==> src/rtl/amm_trans_queue_gen_if.sv <==
// Bundle of command, compare-descriptor and Avalon-MM signals for amm_trans_queue_gen.
// Statistics outputs exist only when AMM_TRANS_STAT_EN is defined.
interface amm_trans_queue_gen_if #(
    parameter int ADDR_W  = 32,
    parameter int DATA_W  = 64,
    parameter int BURST_W = 11
);
    logic [BURST_W-2:0]  burstcount_i;
    logic [1:0]          data_mode_i;
    logic [7:0]          data_ptrn_i;
    logic                trans_valid_i;
    logic [ADDR_W-1:0]   trans_addr_i;
    logic                trans_type_i;
    logic                trans_ready_o;
    logic                trans_busy_o;
    logic                cmp_error_i;
    logic                cmp_en_o;
    logic [ADDR_W-1:0]   cmp_addr_o;
    logic [BURST_W-2:0]  cmp_words_o;
    logic [1:0]          cmp_mode_o;
    logic [7:0]          cmp_ptrn_o;
    logic                waitrequest_i;
    logic [ADDR_W-1:0]   address_o;
    logic                read_o;
    logic                write_o;
    logic [DATA_W-1:0]   writedata_o;
    logic [BURST_W-1:0]  burstcount_o;
    logic [DATA_W/8-1:0] byteenable_o;
`ifdef AMM_TRANS_STAT_EN
    logic [31:0]         wr_beats_o;
    logic [31:0]         rd_cmds_o;
    logic [15:0]         flush_cnt_o;
`endif

    modport master (
        input  burstcount_i, data_mode_i, data_ptrn_i, trans_valid_i, trans_addr_i, trans_type_i,
        input  cmp_error_i, waitrequest_i,
        output trans_ready_o, trans_busy_o,
        output cmp_en_o, cmp_addr_o, cmp_words_o, cmp_mode_o, cmp_ptrn_o,
        output address_o, read_o, write_o, writedata_o, burstcount_o,
`ifdef AMM_TRANS_STAT_EN
        output wr_beats_o, rd_cmds_o, flush_cnt_o,
`endif
        output byteenable_o
    );

    modport slave (
        output burstcount_i, data_mode_i, data_ptrn_i, trans_valid_i, trans_addr_i, trans_type_i,
        output cmp_error_i, waitrequest_i,
        input  trans_ready_o, trans_busy_o,
        input  cmp_en_o, cmp_addr_o, cmp_words_o, cmp_mode_o, cmp_ptrn_o,
        input  address_o, read_o, write_o, writedata_o, burstcount_o,
`ifdef AMM_TRANS_STAT_EN
        input  wr_beats_o, rd_cmds_o, flush_cnt_o,
`endif
        input  byteenable_o
    );
endinterface

==> src/rtl/amm_trans_queue_gen.sv <==
// Queued Avalon-MM burst transmitter with write-data generator and compare-descriptor output.
// Define AMM_TRANS_STAT_EN to add saturating beat/command/flush statistics counters.
module amm_trans_queue_gen #(
    parameter int ADDR_W    = 32,
    parameter int DATA_W    = 64,
    parameter int BURST_W   = 11,
    parameter int CMD_DEPTH = 4
) (
    input  logic                 clk_i,
    input  logic                 rst_n_i,
    amm_trans_queue_gen_if.master bus
);
    localparam int DATA_B_W = DATA_W / 8;
    localparam int PTR_W    = $clog2(CMD_DEPTH);
    localparam int CNT_W    = BURST_W - 1;
    localparam int ENTRY_W  = 1 + ADDR_W + CNT_W + 2 + 8;
    localparam int unsigned DEPTH_U = CMD_DEPTH;
    localparam logic [PTR_W:0] FULL_CNT = DEPTH_U[PTR_W:0];
    localparam logic [1:0] MODE_RND = 2'd1;
    localparam logic [1:0] MODE_CNT = 2'd2;

    typedef enum logic [1:0] {ST_IDLE = 2'd0, ST_WR = 2'd1, ST_RD = 2'd2} state_t;

    // XNOR-feedback shift; all-ones is its lock-up state, so the reset seed repeats.
    function automatic logic [7:0] lfsr_next(input logic [7:0] r);
        return {r[6:0], r[7] ^ r[1] ^ 1'b1};
    endfunction

    logic [ENTRY_W-1:0] q_mem_r [CMD_DEPTH];
    logic [PTR_W-1:0]   wr_ptr_r, rd_ptr_r;
    logic [PTR_W:0]     count_r;

    state_t             state_r;
    logic [ADDR_W-1:0]  address_r;
    logic [BURST_W-1:0] burstcount_r;
    logic               read_r, write_r;
    logic [7:0]         data_byte_r;
    logic [CNT_W-1:0]   beat_cnt_r;
    logic [1:0]         cur_mode_r;
    logic [7:0]         cur_ptrn_r;
    logic [7:0]         lfsr_r;
    logic               cmp_en_r;
    logic [ADDR_W-1:0]  cmp_addr_r;
    logic [CNT_W-1:0]   cmp_words_r;
    logic [1:0]         cmp_mode_r;
    logic [7:0]         cmp_ptrn_r;

    logic               ready_s, empty_s, push_s, pop_s;
    logic               wr_accept_s, wr_last_s, rd_accept_s;
    logic [ENTRY_W-1:0] head_s;
    logic               head_type_s;
    logic [ADDR_W-1:0]  head_addr_s;
    logic [CNT_W-1:0]   head_bc_s;
    logic [1:0]         head_mode_s;
    logic [7:0]         head_ptrn_s;
    logic [7:0]         first_byte_s;

    assign ready_s     = (count_r != FULL_CNT);
    assign empty_s     = (count_r == {(PTR_W+1){1'b0}});
    assign push_s      = bus.trans_valid_i && ready_s && !bus.cmp_error_i;

    assign head_s      = q_mem_r[rd_ptr_r];
    assign head_type_s = head_s[ENTRY_W-1];
    assign head_addr_s = head_s[ENTRY_W-2 -: ADDR_W];
    assign head_bc_s   = head_s[CNT_W+9:10];
    assign head_mode_s = head_s[9:8];
    assign head_ptrn_s = head_s[7:0];
    assign first_byte_s = (head_mode_s == MODE_RND) ? lfsr_r : head_ptrn_s;

    assign wr_accept_s = (state_r == ST_WR) && write_r && !bus.waitrequest_i;
    assign wr_last_s   = wr_accept_s && (beat_cnt_r == {CNT_W{1'b0}});
    assign rd_accept_s = (state_r == ST_RD) && read_r && !bus.waitrequest_i;
    // A flush wins over any pop on the same edge, so nothing new starts after an error.
    assign pop_s       = !empty_s && !bus.cmp_error_i &&
                         ((state_r == ST_IDLE) || wr_last_s || rd_accept_s);

    // Command queue storage and occupancy.
    always_ff @(posedge clk_i or negedge rst_n_i) begin
        if (!rst_n_i) begin
            for (int i = 0; i < CMD_DEPTH; i++) begin
                q_mem_r[i] <= {ENTRY_W{1'b0}};
            end
            wr_ptr_r <= {PTR_W{1'b0}};
            rd_ptr_r <= {PTR_W{1'b0}};
            count_r  <= {(PTR_W+1){1'b0}};
        end else begin
            if (push_s) begin
                q_mem_r[wr_ptr_r] <= {bus.trans_type_i, bus.trans_addr_i, bus.burstcount_i,
                                      bus.data_mode_i, bus.data_ptrn_i};
                wr_ptr_r <= wr_ptr_r + PTR_W'(1'b1);
            end
            if (bus.cmp_error_i) begin
                rd_ptr_r <= wr_ptr_r;
                count_r  <= {(PTR_W+1){1'b0}};
            end else begin
                if (pop_s) begin
                    rd_ptr_r <= rd_ptr_r + PTR_W'(1'b1);
                end
                count_r <= count_r + (PTR_W+1)'(push_s) - (PTR_W+1)'(pop_s);
            end
        end
    end

    // Burst FSM, bus outputs, data generator and compare descriptor.
    always_ff @(posedge clk_i or negedge rst_n_i) begin
        if (!rst_n_i) begin
            state_r      <= ST_IDLE;
            address_r    <= {ADDR_W{1'b0}};
            burstcount_r <= {BURST_W{1'b0}};
            read_r       <= 1'b0;
            write_r      <= 1'b0;
            data_byte_r  <= 8'h00;
            beat_cnt_r   <= {CNT_W{1'b0}};
            cur_mode_r   <= 2'd0;
            cur_ptrn_r   <= 8'h00;
            lfsr_r       <= 8'hFF;
            cmp_en_r     <= 1'b0;
            cmp_addr_r   <= {ADDR_W{1'b0}};
            cmp_words_r  <= {CNT_W{1'b0}};
            cmp_mode_r   <= 2'd0;
            cmp_ptrn_r   <= 8'h00;
        end else begin
            cmp_en_r <= 1'b0;
            if (pop_s) begin
                address_r    <= head_addr_s;
                burstcount_r <= BURST_W'(head_bc_s) + BURST_W'(1'b1);
                if (head_type_s) begin
                    state_r <= ST_RD;
                    read_r  <= 1'b1;
                    write_r <= 1'b0;
                end else begin
                    state_r     <= ST_WR;
                    write_r     <= 1'b1;
                    read_r      <= 1'b0;
                    beat_cnt_r  <= head_bc_s;
                    cur_mode_r  <= head_mode_s;
                    cur_ptrn_r  <= head_ptrn_s;
                    data_byte_r <= first_byte_s;
                    cmp_en_r    <= 1'b1;
                    cmp_addr_r  <= head_addr_s;
                    cmp_words_r <= head_bc_s;
                    cmp_mode_r  <= head_mode_s;
                    cmp_ptrn_r  <= first_byte_s;
                    if (head_mode_s == MODE_RND) begin
                        lfsr_r <= lfsr_next(lfsr_r);
                    end
                end
            end else if (wr_last_s || rd_accept_s) begin
                state_r <= ST_IDLE;
                write_r <= 1'b0;
                read_r  <= 1'b0;
            end else if (wr_accept_s) begin
                beat_cnt_r <= beat_cnt_r - CNT_W'(1'b1);
                case (cur_mode_r)
                    MODE_RND: begin
                        data_byte_r <= lfsr_r;
                        lfsr_r      <= lfsr_next(lfsr_r);
                    end
                    MODE_CNT: data_byte_r <= data_byte_r + 8'd1;
                    default:  data_byte_r <= cur_ptrn_r;
                endcase
            end else if (state_r != ST_IDLE && state_r != ST_WR && state_r != ST_RD) begin
                state_r <= ST_IDLE;
                write_r <= 1'b0;
                read_r  <= 1'b0;
            end
        end
    end

`ifdef AMM_TRANS_STAT_EN
    logic [31:0] wr_beats_r, rd_cmds_r;
    logic [15:0] flush_cnt_r;

    // Saturating activity counters.
    always_ff @(posedge clk_i or negedge rst_n_i) begin
        if (!rst_n_i) begin
            wr_beats_r  <= 32'd0;
            rd_cmds_r   <= 32'd0;
            flush_cnt_r <= 16'd0;
        end else begin
            if (wr_accept_s && wr_beats_r != 32'hFFFF_FFFF) begin
                wr_beats_r <= wr_beats_r + 32'd1;
            end
            if (rd_accept_s && rd_cmds_r != 32'hFFFF_FFFF) begin
                rd_cmds_r <= rd_cmds_r + 32'd1;
            end
            if (bus.cmp_error_i && flush_cnt_r != 16'hFFFF) begin
                flush_cnt_r <= flush_cnt_r + 16'd1;
            end
        end
    end

    assign bus.wr_beats_o  = wr_beats_r;
    assign bus.rd_cmds_o   = rd_cmds_r;
    assign bus.flush_cnt_o = flush_cnt_r;
`endif

    assign bus.trans_ready_o = ready_s;
    assign bus.trans_busy_o  = !empty_s || (state_r != ST_IDLE);
    assign bus.cmp_en_o      = cmp_en_r;
    assign bus.cmp_addr_o    = cmp_addr_r;
    assign bus.cmp_words_o   = cmp_words_r;
    assign bus.cmp_mode_o    = cmp_mode_r;
    assign bus.cmp_ptrn_o    = cmp_ptrn_r;
    assign bus.address_o     = address_r;
    assign bus.read_o        = read_r;
    assign bus.write_o       = write_r;
    assign bus.writedata_o   = {DATA_B_W{data_byte_r}};
    assign bus.burstcount_o  = burstcount_r;
    assign bus.byteenable_o  = {DATA_B_W{1'b1}};
endmodule

==> src/flat_wrapper.sv <==
// flat-port wrapper written by rule: the top's interface ports become plain ports
module amm_trans_queue_gen_flat 
#(
    parameter int ADDR_W    = 32,
    parameter int DATA_W    = 64,
    parameter int BURST_W   = 11,
    parameter int CMD_DEPTH = 4
)
  (clk_i, rst_n_i, bus_burstcount_i, bus_data_mode_i, bus_data_ptrn_i, bus_trans_valid_i, bus_trans_addr_i, bus_trans_type_i, bus_cmp_error_i, bus_waitrequest_i, bus_trans_ready_o, bus_trans_busy_o, bus_cmp_en_o, bus_cmp_addr_o, bus_cmp_words_o, bus_cmp_mode_o, bus_cmp_ptrn_o, bus_address_o, bus_read_o, bus_write_o, bus_writedata_o, bus_burstcount_o, bus_byteenable_o);
  amm_trans_queue_gen_if #(.ADDR_W(ADDR_W), .DATA_W(DATA_W), .BURST_W(BURST_W)) bus_i ();
  input  logic clk_i;
  input  logic rst_n_i;
  input wire logic [$bits(bus_i.burstcount_i)-1:0] bus_burstcount_i;
  input wire logic [$bits(bus_i.data_mode_i)-1:0] bus_data_mode_i;
  input wire logic [$bits(bus_i.data_ptrn_i)-1:0] bus_data_ptrn_i;
  input wire logic [$bits(bus_i.trans_valid_i)-1:0] bus_trans_valid_i;
  input wire logic [$bits(bus_i.trans_addr_i)-1:0] bus_trans_addr_i;
  input wire logic [$bits(bus_i.trans_type_i)-1:0] bus_trans_type_i;
  input wire logic [$bits(bus_i.cmp_error_i)-1:0] bus_cmp_error_i;
  input wire logic [$bits(bus_i.waitrequest_i)-1:0] bus_waitrequest_i;
  output wire logic [$bits(bus_i.trans_ready_o)-1:0] bus_trans_ready_o;
  output wire logic [$bits(bus_i.trans_busy_o)-1:0] bus_trans_busy_o;
  output wire logic [$bits(bus_i.cmp_en_o)-1:0] bus_cmp_en_o;
  output wire logic [$bits(bus_i.cmp_addr_o)-1:0] bus_cmp_addr_o;
  output wire logic [$bits(bus_i.cmp_words_o)-1:0] bus_cmp_words_o;
  output wire logic [$bits(bus_i.cmp_mode_o)-1:0] bus_cmp_mode_o;
  output wire logic [$bits(bus_i.cmp_ptrn_o)-1:0] bus_cmp_ptrn_o;
  output wire logic [$bits(bus_i.address_o)-1:0] bus_address_o;
  output wire logic [$bits(bus_i.read_o)-1:0] bus_read_o;
  output wire logic [$bits(bus_i.write_o)-1:0] bus_write_o;
  output wire logic [$bits(bus_i.writedata_o)-1:0] bus_writedata_o;
  output wire logic [$bits(bus_i.burstcount_o)-1:0] bus_burstcount_o;
  output wire logic [$bits(bus_i.byteenable_o)-1:0] bus_byteenable_o;
  assign bus_i.burstcount_i = bus_burstcount_i;
  assign bus_i.data_mode_i = bus_data_mode_i;
  assign bus_i.data_ptrn_i = bus_data_ptrn_i;
  assign bus_i.trans_valid_i = bus_trans_valid_i;
  assign bus_i.trans_addr_i = bus_trans_addr_i;
  assign bus_i.trans_type_i = bus_trans_type_i;
  assign bus_i.cmp_error_i = bus_cmp_error_i;
  assign bus_i.waitrequest_i = bus_waitrequest_i;
  assign bus_trans_ready_o = bus_i.trans_ready_o;
  assign bus_trans_busy_o = bus_i.trans_busy_o;
  assign bus_cmp_en_o = bus_i.cmp_en_o;
  assign bus_cmp_addr_o = bus_i.cmp_addr_o;
  assign bus_cmp_words_o = bus_i.cmp_words_o;
  assign bus_cmp_mode_o = bus_i.cmp_mode_o;
  assign bus_cmp_ptrn_o = bus_i.cmp_ptrn_o;
  assign bus_address_o = bus_i.address_o;
  assign bus_read_o = bus_i.read_o;
  assign bus_write_o = bus_i.write_o;
  assign bus_writedata_o = bus_i.writedata_o;
  assign bus_burstcount_o = bus_i.burstcount_o;
  assign bus_byteenable_o = bus_i.byteenable_o;
  amm_trans_queue_gen #(.ADDR_W(ADDR_W), .DATA_W(DATA_W), .BURST_W(BURST_W), .CMD_DEPTH(CMD_DEPTH)) u_core (.clk_i(clk_i), .rst_n_i(rst_n_i), .bus(bus_i));
endmodule
==> config.mk <==
export PLATFORM = sky130hd
export DESIGN_NAME = amm_trans_queue_gen_flat
export DESIGN_NICKNAME = d
export VERILOG_FILES = /design/src/rtl/amm_trans_queue_gen_if.sv /design/src/rtl/amm_trans_queue_gen.sv /design/src/flat_wrapper.sv
export SDC_FILE = /design/constraint.sdc
export NUM_CORES = 1
export LEC_CHECK = 0
export ABC_AREA = 0
export CAP_MARGIN = 15
export CORE_ASPECT_RATIO = 0.9
export CORE_MARGIN = 2
export CORE_UTILIZATION = 49
export CTS_CLUSTER_DIAMETER = 60
export CTS_CLUSTER_SIZE = 30
export DETAILED_ROUTE_END_ITERATION = 10
export GPL_ROUTABILITY_DRIVEN = 0
export GPL_TIMING_DRIVEN = 1
export PLACE_DENSITY = 0.78
export SLEW_MARGIN = 20
export SYNTH_ARGS = -nofsm -noshare
export SYNTH_HDL_FRONTEND = slang
export SYNTH_SLANG_ARGS = --single-unit
==> constraint.sdc <==
create_clock -name clk_i -period 2.93 [get_ports clk_i]
set_input_delay 0.7325 -clock clk_i [delete_from_list [all_inputs] [get_ports clk_i]]
set_output_delay 0.7325 -clock clk_i [all_outputs]
set_load 0.1 [all_outputs]
# After elaboration in Yosys (flattened, before gate mapping)
# Cells that the tools add are included.
# totals
reg_bits,353
out_inout_bits,172
word_cells,117
# classes
addsub,7
magnitude_cmp,3
n_eq_ne,12
muxes,38
bitwise,5
n_reduce_logical,31
# op_table
cell,n
$bwmux 212,1
$mux 53,3
$bmux 53 s2,1
$demux 53 s2,1
$mux 8,11
$mux 10,4
$pmux 8 s2,1
$mux 2,7
$logic_and 1x1->1,12
$add 10x1->11 const B,1
$logic_not 10->1,1
$sub 10x1->10 const B,1
$add 8x1->8 const B,1
$mux 1,8
$reduce_bool 2->1,4
$eq 2x1->1 const B,3
$ge 3x3->1 const B,2
$ne 2x2->1 const B,3
$not 2->3,2
$reduce_and 5->1,1
$add 2x1->2 const B,2
$eq 2x2->1 const B,2
$logic_or 1x1->1,4
$ne 2x1->1 const B,2
other kinds (14),18

# Logic depth before layout (Yosys ltp)
# depth
word_depth,9
depth_mapped,15
mapped_depth_nobuf,13

# Least setup slack after synthesis
# Ideal clock, no wire load.
# synth_path
path_kind,register to register
startpoint,register u_core.state_r[1]
endpoint,register u_core.count_r[2]
setup_ns,0.130
arrival_ns,2.988
required_ns,2.800
path_slack_ns,-0.188
path_stages_with_launch,14
n_path_buf,2
period_less_slack_ns,3.118
path_cell_list,dfrtp_1 nor2_1 a41o_1 nand2_1 inv_1 buf_2 buf_2 ha_1 inv_1 ha_1 inv_1 fa_1 xnor2_1 nor2_1
# synth_via
elab_chain_cells,9
word_cells_on_any_way,13
classes_between,add/sub: 1; eq/ne: 2; mux: 1; reduce/logical: 9
# synth_lines
item,line,rtl
"start, declared",amm_trans_queue_gen.sv:33,state_t state_r;
"start signal, assigned",amm_trans_queue_gen.sv:107,state_r <= ST_IDLE;
"start signal, assigned",amm_trans_queue_gen.sv:128,state_r <= ST_RD;
"start signal, assigned",amm_trans_queue_gen.sv:132,state_r <= ST_WR;
$eq 2x1->1,amm_trans_queue_gen.sv:70,assign wr_accept_s = (state_r == ST_WR) && write_r && !bus.waitrequest_i;
$logic_and 1x1->1 (2 in a row),amm_trans_queue_gen.sv:70,
$logic_and 1x1->1,amm_trans_queue_gen.sv:71,assign wr_last_s = wr_accept_s && (beat_cnt_r == {CNT_W{1'b0}});
$logic_or 1x1->1,amm_trans_queue_gen.sv:75,((state_r == ST_IDLE) || wr_last_s || rd_accept_s);
$logic_or 1x1->1 (*),amm_trans_queue_gen.sv:75,
$logic_and 1x1->1 (*),amm_trans_queue_gen.sv:74,assign pop_s = !empty_s && !bus.cmp_error_i &&
net u_core.pop_s,amm_trans_queue_gen.sv:48,"logic ready_s, empty_s, push_s, pop_s;"
$sub 3x1->3 (*),amm_trans_queue_gen.sv:99,count_r <= count_r + (PTR_W+1)'(push_s) - (PTR_W+1)'(pop_s);
$mux 3 (*),amm_trans_queue_gen.sv:92,if (bus.cmp_error_i) begin
"end signal, assigned",amm_trans_queue_gen.sv:85,count_r <= {(PTR_W+1){1'b0}};
"end signal, assigned",amm_trans_queue_gen.sv:94,count_r <= {(PTR_W+1){1'b0}};
"end signal, assigned",amm_trans_queue_gen.sv:99,
"end, declared",amm_trans_queue_gen.sv:31,logic [PTR_W:0] count_r;
# The timed path passes the listed nets; every way through them passes the cells marked *.
# A chain may end at the register's enable or synchronous reset.

# Worst setup path in the final report
# layout_path
startpoint,register u_core.rd_ptr_r[0]
endpoint,register u_core.cmp_addr_r[15] (netlist: u_core.bus.cmp_addr_o[15])
# layout_via
elab_chain_cells,6
# layout_lines
item,line,rtl
"start, declared",amm_trans_queue_gen.sv:30,"logic [PTR_W-1:0] wr_ptr_r, rd_ptr_r;"
"start signal, assigned",amm_trans_queue_gen.sv:84,rd_ptr_r <= {PTR_W{1'b0}};
"start signal, assigned",amm_trans_queue_gen.sv:93,rd_ptr_r <= wr_ptr_r;
"start signal, assigned",amm_trans_queue_gen.sv:97,rd_ptr_r <= rd_ptr_r + PTR_W'(1'b1);
$not 2->3 (implied by the code) (*),amm_trans_queue_gen.sv:62,assign head_s = q_mem_r[rd_ptr_r];
$bmux 53 s2 (*),amm_trans_queue_gen.sv:62,
$mux 53 (implied by the code) (*) (2 in a row),amm_trans_queue_gen.sv:62,
$not 1->1 (no source line),--,
$reduce_and 2->1 (no source line),--,
"end signal, assigned",amm_trans_queue_gen.sv:118,cmp_addr_r <= {ADDR_W{1'b0}};
"end signal, assigned",amm_trans_queue_gen.sv:140,cmp_addr_r <= head_addr_s;
"end, declared",amm_trans_queue_gen.sv:43,logic [ADDR_W-1:0] cmp_addr_r;
# Mark *: on every way between the ends. The rest lies on a longest branch, timed or not. The select of a mux whose other input is x is not followed.

==> qor.yml <==
status: "completed"
post-place-cells: 1808
ys_types: 54
synth_edf_count: 0
post-cts-setup-buffers: 0
clk_path_buf_depth: 3
fin_cells: 1874
final_common_cell: "dfrtp_1"
synth-xor-area-share_pct: 1.11
drt-met1-wl_um: 16200
yosys.area.top_type: "dfrtp_1"
period_share_pct: 86.7
grt_max_degree: 72
hpwl_um: 24300
initial_core_util_pct: 49.6
grt_pass1_wl_um: 58100
synth_top_family_by_area: "multiplexers"
cts_tree: "yes"
grt_pass1_vias: 10500
via_count: 10200
muxShareOfSynthArea_pct: 24.0
clkTransAtPathRegs_ns: 0.07
wl_um: 36400
fin_setup_tns_ns: 0
die_area_mm2: 0.0337
grt_usage_pct: 22.0
slew_viol_final: 0
path_common_cell: "nand2_1"
drt_iter0_markers: 628
via_per_inst: 5.46
crit_path_max_incr_delay_ns: 0.61
final_cell_mix: "dfrtp_1 (339), nand2_1 (287), mux2_2 (221)"
htree_levels: 2
numClockSinks: 351
synth_top_area_share_pct: 54.4
synth_top_flop_cell: "dfrtp_1"
synth_compound_area_share_pct: 3.35
grt-ovfl-total: 0
drc: 0
yosys.area_share.adder_pct: 1.14
synth-simple-area-share_pct: 9.42
cp_data_required_time_ns: 3.38
hold_class: "input pin to asynchronous set/reset pin"
crit_fanout: 35
worstMarginPinSlew_ns: 0.769
fin_crit_ns: 2.54
fmax_ghz: 0.393
seq_area_frac_synth_pct: 55.7
worstSetupStartpointType: "flop"
finClkSkew_ns: 0.0209
syn_area_per_cell_um2: 12.6
routedWlPerCell_um: 19.4
timing.hold.ws_ns: 0.192
cpMaxStageDelayCell: "mux4_2"
setup_viol: 0
fp.dieH_um: 174
first_pass_iters: 5
antenna_left: 0
synth_cells: 1250
relSlewSlack_pct: 48.7
clockRootBuffer: "clkbuf_16"
criticalPathCategory: "flop to flop"
dr_wl_met2_um: 17600
synth_seq_cells: 351
numCtsBuffers: 35
post_cts_resized: 0
nNetsFinal: 1500
io-pin-count: 230
area_growth_pct: 21.3
core_mm2: 0.0318
ys_top_cells_by_area: "dfrtp_1 (54%), mux2_2 (16%), nand2_1 (6.9%)"
ys_async_sr_fraction_pct: 100
hold_buffers: 0
die-width_um: 193
hold_violations: 0
rsz0062_at_grt: "false"
path_cells: "mux4_2, or3_1, nand2b_2, inv_2, buf_12, nand2_1, nand2_1"
placed_cell_area_mm2: 0.0179
final_area_mm2: 0.0191
antenna_found_initial: 4
drive_gt1_share_pct: 38.8
met3_length_um: 1920
fill_cells: 2474
ys_warn_count: 0
crit_path_end_kind: "flop"
dr.max_layer_used: "met5"
max-cap-violations: 0
worstSkewPairLatency_ns: 0.52
syn_area_mm2: 0.0158
crit_arrival_ns: 2.99
io_buffer_count: 221
rows: 62
final cells by class:
cell class | instances | area [um2] | share of cell area [%]
timing repair buffer | 264 | 2300 | 12.0
clock inverter | 19 | 244 | 1.28
antenna | 3 | 7.51 | 0.0392
multi-input combinational | 766 | 6210 | 32.5
clock buffer | 44 | 1000 | 5.24
tap | 416 | 520 | 2.72
sequential | 351 | 8800 | 46.0
inverter | 11 | 41.3 | 0.216
layer usage:
metal  vias up  global-route usage [%]
li1       4634                       -
met3        54                    3.57
met5         -                       0
met2       304                    35.7
met4         2                    5.93
met1      5242                    30.9
stage by stage:
stage                     util [%]  setup WS [ns]
after floorplan                  -          0.122
after global placement        56.2        0.00659
after detailed placement      56.2        -0.0428
after CTS                     60.1          0.399
after global routing          60.1          0.225
final                         60.2          0.388
cell families (layout without fill, tap and decap cells):
logic type / after synthesis / after routing
and+or+nand+nor: 363 / 363
DFF: 351 / 351
muxes: 283 / 283
buffers and inverters: 140 / 338
AOI/OAI and AO/OA: 78 / 78
xor gates and xnor gates: 20 / 20
adders and majority gates: 14 / 14
other: 1 / 11
critical path: cells and delay by family (launching register included):
kind | cells | cell delay, ns
buffers and inverters | 2 | 0.49
flip-flops | 1 | 0.57
multiplexers | 1 | 0.61
AND/OR/NAND/NOR | 4 | 0.77
registers in the layout (all words and copies together), names as in the netlist:
signal,flops
u_core.wr_ptr_r,2
u_core.bus.cmp_en_o,1
u_core.bus.address_o,32
u_core.rd_ptr_r,2
u_core.bus.cmp_ptrn_o,8
u_core.cur_mode_r,2
u_core.beat_cnt_r,10
u_core.bus.cmp_words_o,10
u_core.bus.cmp_addr_o,32
u_core.bus.burstcount_o,11
u_core.q_mem_r,212
u_core.cur_ptrn_r,8
u_core.data_byte_r,8
u_core.state_r,2
u_core.lfsr_r,8
u_core.count_r,3
cells in the mapped netlist, drive strengths merged, types with 7 or more instances:
| master | number |
|---|---|
| inv | 11 |
| dfrtp | 343 |
| mux4 | 53 |
| nor3 | 12 |
| a21oi | 9 |
| nand2 | 292 |
| dfstp | 8 |
| xnor2 | 14 |
| nor2 | 18 |
| mux2i | 9 |
| nand3 | 12 |
| o21ai | 32 |
| clkbuf | 32 |
| buf | 97 |
| ha | 12 |
| mux2 | 221 |
| nor2b | 7 |
final timing paths:
kind | from | end | slack (ns) | depth (start not counted)
min | rst_n_i | u_core.bus.cmp_ptrn_o[2] | 0.19 | 1
min in group clk_i | u_core.bus.cmp_ptrn_o[7] | u_core.bus.cmp_ptrn_o[7] | 0.48 | 2
max | u_core.rd_ptr_r[0] | u_core.bus.cmp_addr_o[15] | 0.39 | 7
max reg2reg | u_core.rd_ptr_r[0] | u_core.bus.cmp_addr_o[15] | 0.39 | 7
min reg2reg | u_core.bus.cmp_ptrn_o[7] | u_core.bus.cmp_ptrn_o[7] | 0.48 | 2
max in group asynchronous | rst_n_i | u_core.q_mem_r[160] | 1.87 | 3
Power is left out: the tool's default activity adds up to more than one toggle a clock period on the data nets, which glitch-free logic cannot reach.
